**config.mk**
```make
export PLATFORM = sky130hd
export DESIGN_NAME = fetch_sequencer
export DESIGN_NICKNAME = d
export VERILOG_FILES = /design/src/rtl/fetch_sequencer.sv
export SDC_FILE = /design/constraint.sdc
export NUM_CORES = 1
export LEC_CHECK = 0
export CORE_MARGIN = 1.5
export CORE_UTILIZATION = 50
export CTS_CLUSTER_DIAMETER = 80
export DETAILED_ROUTE_END_ITERATION = 10
export DONT_BUFFER_PORTS = 1
export PLACE_DENSITY = 0.69
export SETUP_SLACK_MARGIN = 0.1
export SYNTH_ARGS = -nofsm -noshare
export SYNTH_HDL_FRONTEND = slang
export SYNTH_SLANG_ARGS = --single-unit
```
**constraint.sdc**
```tcl
create_clock -name clk -period 5.9 [get_ports clk]
set_input_delay 0.885 -clock clk [delete_from_list [all_inputs] [get_ports clk]]
set_output_delay 0.885 -clock clk [all_outputs]
set_load 0.02 [all_outputs]
```
**src/rtl/fetch_sequencer.sv**
```systemverilog
// IF-stage fetch sequencer: owns the fetch PC and runs one req/ack transaction at a time.
// Optional performance counters are enabled by defining FETCH_PERF_CNT_EN.
module fetch_sequencer #(
  parameter int unsigned        ADDR_W   = 32,
  parameter int unsigned        DATA_W   = 32,
  parameter logic [ADDR_W-1:0]  RESET_PC = '0,
  parameter int unsigned        PC_STEP  = 4
) (
  input  logic              clk,
  input  logic              rst,
  input  logic              freeze,
  input  logic              branch_taken,
  input  logic [ADDR_W-1:0] branch_addr,
  output logic              mem_req,
  output logic [ADDR_W-1:0] mem_addr,
  input  logic              mem_ack,
  input  logic [DATA_W-1:0] mem_rdata,
  output logic              if_valid,
  output logic [ADDR_W-1:0] if_pc,
  output logic [DATA_W-1:0] if_instr
`ifdef FETCH_PERF_CNT_EN
  ,
  output logic [31:0]       perf_fetched,
  output logic [31:0]       perf_flushed
`endif
);

  typedef enum logic [1:0] {
    S_IDLE  = 2'd0,
    S_WAIT  = 2'd1,
    S_DRAIN = 2'd2,
    S_FULL  = 2'd3
  } state_e;

  localparam logic [ADDR_W-1:0] STEP = ADDR_W'(PC_STEP);

  state_e            state_q, state_d;
  logic [ADDR_W-1:0] pc_q, pc_d;
  logic [ADDR_W-1:0] req_addr_q, req_addr_d;
  logic [DATA_W-1:0] buf_q, buf_d;
  logic              mem_req_q, mem_req_d;
  logic              if_valid_q, if_valid_d;
  logic [ADDR_W-1:0] if_pc_q, if_pc_d;
  logic [DATA_W-1:0] if_instr_q, if_instr_d;
  logic              deliver;
  logic              flush;

  always_comb begin
    // NOTE: every signal gets a default before the case so no path infers a latch.
    state_d    = state_q;
    pc_d       = pc_q;
    req_addr_d = req_addr_q;
    buf_d      = buf_q;
    if_valid_d = freeze ? if_valid_q : 1'b0;
    if_pc_d    = if_pc_q;
    if_instr_d = if_instr_q;
    deliver    = 1'b0;
    flush      = 1'b0;

    case (state_q)
      S_IDLE: begin
        if (branch_taken) begin
          pc_d       = branch_addr;
          if_valid_d = 1'b0;
          flush      = if_valid_q;
        end else if (!freeze) begin
          req_addr_d = pc_q;
          state_d    = S_WAIT;
        end
      end
      S_WAIT: begin
        if (branch_taken) begin
          pc_d       = branch_addr;
          if_valid_d = 1'b0;
          flush      = 1'b1;
          state_d    = mem_ack ? S_IDLE : S_DRAIN;
        end else if (mem_ack) begin
          pc_d = pc_q + STEP;
          if (!freeze) begin
            if_instr_d = mem_rdata;
            if_pc_d    = req_addr_q + STEP;
            if_valid_d = 1'b1;
            deliver    = 1'b1;
            state_d    = S_IDLE;
          end else begin
            buf_d   = mem_rdata;
            state_d = S_FULL;
          end
        end
      end
      S_DRAIN: begin
        // The request is still owed an ack; only the redirect target may change meanwhile.
        if (branch_taken) begin
          pc_d       = branch_addr;
          if_valid_d = 1'b0;
          flush      = 1'b1;
        end
        if (mem_ack) begin
          state_d = S_IDLE;
        end
      end
      S_FULL: begin
        if (branch_taken) begin
          pc_d       = branch_addr;
          if_valid_d = 1'b0;
          flush      = 1'b1;
          state_d    = S_IDLE;
        end else if (!freeze) begin
          if_instr_d = buf_q;
          if_pc_d    = req_addr_q + STEP;
          if_valid_d = 1'b1;
          deliver    = 1'b1;
          state_d    = S_IDLE;
        end
      end
      default: state_d = S_IDLE;
    endcase

    mem_req_d = (state_d == S_WAIT) || (state_d == S_DRAIN);
  end

  always_ff @(posedge clk or posedge rst) begin
    if (rst) begin
      state_q    <= S_IDLE;
      pc_q       <= RESET_PC;
      req_addr_q <= '0;
      buf_q      <= '0;
      mem_req_q  <= 1'b0;
      if_valid_q <= 1'b0;
      if_pc_q    <= '0;
      if_instr_q <= '0;
    end else begin
      // NOTE: non-blocking assignments so every flop samples the pre-edge values.
      state_q    <= state_d;
      pc_q       <= pc_d;
      req_addr_q <= req_addr_d;
      buf_q      <= buf_d;
      mem_req_q  <= mem_req_d;
      if_valid_q <= if_valid_d;
      if_pc_q    <= if_pc_d;
      if_instr_q <= if_instr_d;
    end
  end

  assign mem_req  = mem_req_q;
  assign mem_addr = req_addr_q;
  assign if_valid = if_valid_q;
  assign if_pc    = if_pc_q;
  assign if_instr = if_instr_q;

`ifdef FETCH_PERF_CNT_EN
  logic [31:0] perf_fetched_q, perf_fetched_d;
  logic [31:0] perf_flushed_q, perf_flushed_d;

  always_comb begin
    perf_fetched_d = perf_fetched_q + {31'd0, deliver};
    perf_flushed_d = perf_flushed_q + {31'd0, flush};
  end

  always_ff @(posedge clk or posedge rst) begin
    if (rst) begin
      perf_fetched_q <= '0;
      perf_flushed_q <= '0;
    end else begin
      perf_fetched_q <= perf_fetched_d;
      perf_flushed_q <= perf_flushed_d;
    end
  end

  assign perf_fetched = perf_fetched_q;
  assign perf_flushed = perf_flushed_q;
`else
  logic unused_perf;
  assign unused_perf = deliver ^ flush;
`endif

endmodule

```
==> metrics.md <==
| Metric | Value |
|---|---|
| Fillers | `1355` |
| Worst skew pair latency | `0.42 ns` |
| Relative slew slack | `0.190` |
| Final setup fails | `0` |
| Number of sinks on the clock net | `164` |
| Power per standard cell area | `426 mW/mm^2` |
| Avg Inst Size Synth | `10.5 sq um` |
| Area growth syn-to-layout | `8.77%` |
| Critical Path Start Type | `register` |
| Most frequent cells in the layout | `sky130_fd_sc_hd__dfrtp_1 (164), sky130_fd_sc_hd__nand2_1 (98), sky130_fd_sc_hd__o21ai_0 (67)` |
| Met3 Use GR | `0.0712` |
| CP Capture Type | `register` |
| DRC violation count after routing | `0` |
| Netlist area before placement | `0.00776 sq mm` |
| Post-CTS Repair Setup Buffers | `0` |
| Vias per std cell | `6.14` |
| H-tree level count | `4` |
| Worst setup path category | `register to register` |
| Initial DRC count | `246` |
| Count of cell types in the netlist | `53` |
| Leakage Power | `3.67 nW` |
| Yosys warns | `0` |
| Total number of vias | `5634` |
| Met1 global-route usage | `0.296` |
| IR drop worst, VDD | `0.224 mV` |
| Area of the core | `0.0152 sq mm` |
| Post-Route Setup TNS | `0 ns` |
| Share of cells above drive strength 1 | `0.149` |
| Outcome | `finished, final reports clean` |
| Worst Skew | `0.00751 ns` |
| Worst endpoint required time | `6.24 ns` |
| Hold Fails Final Rpt | `0` |
| Minimum setup slack after placement | `3.29 ns` |
| Part of the Yosys area used for sequential elements | `0.529` |
| Routability Congestion | `0.873` |
| Post-synthesis net count | `811` |
| Maximum buffer depth of the clock tree | `2` |
| Die boundary width | `128 microns` |
| Antenna viol nets, final | `0` |
| Clock-pin slew reported for the worst setup and hold paths after clock tree synthesis | `0.06 ns` |
| Cell count after synthesis | `740` |
| Initial standard-cell utilization of the core | `0.510` |
| Part of the cycle the worst path needs | `0.432` |
| Count of flip-flops with a built-in enable after synthesis | `0` |
| Most congested layer reported by global routing | `met2` |
| Wire length of the first global-routing pass | `30000 microns` |
| Gr ovfl total | `0` |
| Antenna violations before repair | `0` |
| Met2 Use GR | `0.379` |
| Die area | `0.0163 sq mm` |
| Pins Over Slew Limit | `0` |
| CTS Root Cell | `sky130_fd_sc_hd__clkbuf_16` |
| Number of hold buffers added after CTS | `0` |
| Data arrival at the endpoint of the critical path | `2.89 ns` |
| HPWL after DPL | `12900 microns` |
| Site row count | `45` |
| DR pass1 iterations | `4` |
| CTS tree | `yes` |
| Peak fanout along the critical path | `9` |
| Count of cells resized by post-cts repair | `0` |
| Aggregate routed wire length | `18300 microns` |
| Final net count | `788` |
| Number of diodes added for antenna fixing | `0` |
| Smallest hold slack | `0.501 ns` |
| Yosys reg bits | `164` |
| Wire per inst | `20.0 microns` |
| Maximum Capacitance Violations | `0` |
| Vert. Die Dim | `128 microns` |
| Highest clock frequency the design can meet | `0.392 GHz` |
| Actual slew at the worst max-slew pin | `1.21 ns` |
| Largest net degree at the start of global routing | `112` |
| Leading cell type in the layout, fill and taps excluded | `sky130_fd_sc_hd__dfrtp_1` |
| Combined global-route utilization of all metal layers | `0.235` |
| Count of input and output buffers | `0` |
| Via count of the first global-routing pass | `5722` |
| Time the final worst path needs with I/O delays and setup | `2.55 ns` |
| Min-Delay Path Class | `register to register` |
| RSZ-0062 raised after global routing | `false` |
| Setup slack of the critical path after layout | `3.35 ns` |
| Count of boundary I/O pins | `167` |
| Primary flip-flop cell chosen by synthesis mapping | `sky130_fd_sc_hd__dfrtp_1` |
| CTS Buf Count | `17` |
| Fraction of synthesis flops using an asynchronous set or reset pin | `1.00` |
==> layout make-up <==
cell class / instances / area (sq um) / area share
Clock buffer: 17 / 425 / 0.0504
Clock inverter: 15 / 145 / 0.0172
Inverter: 13 / 53.8 / 0.00638
Multi-Input combinational cell: 516 / 3440 / 0.407
Sequential cell: 164 / 4100 / 0.486
Tap cell: 188 / 235 / 0.0279
Timing Repair Buffer: 5 / 37.5 / 0.00445
==> path summary, 6_finish.rpt <==
check	startpoint	endpoint	slack [ns]	cells past startpoint
setup / recovery	mem_addr[2]	if_pc[30]	3.35	5
hold / removal	pc_q[0]	mem_addr[0]	0.50	1
setup reg to reg	mem_addr[2]	if_pc[30]	3.35	5
hold reg to reg	pc_q[0]	mem_addr[0]	0.50	1
max in group asynchronous	rst	if_pc[19]	4.07	2
min in group asynchronous	rst	buf_q[0]	0.56	1
==> sequential cells by signal, indices dropped and copies added (netlist names) <==
name / flops
if_valid: 1
if_pc: 32
state_q: 2
buf_q: 32
mem_req: 1
mem_addr: 32
pc_q: 32
if_instr: 32
==> critical path, cell delays in order, from the launching register on <==
cell and delay, ns:
sky130_fd_sc_hd__dfrtp_1 0.54, sky130_fd_sc_hd__ha_1 0.25, sky130_fd_sc_hd__nand3_1 0.28, sky130_fd_sc_hd__or4_1 0.71, sky130_fd_sc_hd__or4_1 0.51, sky130_fd_sc_hd__a31oi_1 0.17
==> cells in the mapped netlist (all sizes together), types with 2 or more instances <==
library cell  count  area share
dfrtp           164        0.53
nand2            99       0.048
o21ai            67       0.043
mux2             61       0.089
nor2             47       0.023
mux2i            34       0.044
clkbuf           32       0.016
nand3            25       0.016
or4              21       0.020
a31oi            20       0.016
buf              15      0.0089
nand4            15       0.014
xnor2            15       0.017
o31ai            13       0.013
inv              12      0.0058
and4             10       0.011
nor3              9      0.0058
a21oi             8      0.0052
a311oi            7      0.0079
and3              7      0.0056
nor4              7      0.0065
or3               7      0.0056
a211oi            5      0.0048
o32a              4      0.0052
a22oi             3      0.0029
a311o             3      0.0039
o211ai            3      0.0029
a41oi             2      0.0023
and2              2      0.0016
ha                2      0.0032
nand2b            2      0.0016
nor2b             2      0.0016
xor2              2      0.0023
==> kinds of logic (layout without fill, tap and decap cells) <==
kind of cell,after synthesis,count (layout),share of synthesized area
buffers and inverters,60,50,0.0308
XOR/XNOR,17,17,0.0192
AO/OA/AOI/OAI,145,145,0.119
multiplexers,95,95,0.132
adder cells (fa/ha/maj),2,2,0.00323
flip-flops,164,164,0.529
AND/OR/NAND/NOR,257,257,0.167
==> per-layer routing <==
metal | wire length, microns | up-vias | share of wire
met5 | 0 | - | 0
met4 | 398 | 0 | 0.022
met3 | 1420 | 32 | 0.078
met2 | 8690 | 186 | 0.47
met1 | 7830 | 2743 | 0.43
li1 | - | 2673 | -
==> per-stage QoR <==
step	power, mW	cells	instance area [sq um]	util
finish	3.60	918	8440	0.555
global route	3.79	918	8440	0.555
CTS	3.63	918	8440	0.555
detailed placement	2.57	886	7870	0.518
global placement	2.53	886	7870	0.518
floorplan	2.36	740	7760	-
==> power breakdown <==
part | leakage, nW | internal (mW) | switching [mW] | total [mW]
clock | 0.277 | 0.591 | 0.466 | 1.06
sequential | 1.98 | 1.43 | 0.612 | 2.04
combinational | 1.41 | 0.252 | 0.245 | 0.497
total | 3.67 | 2.28 | 1.32 | 3.60
No activity file was read; power rests on OpenSTA's default activity.
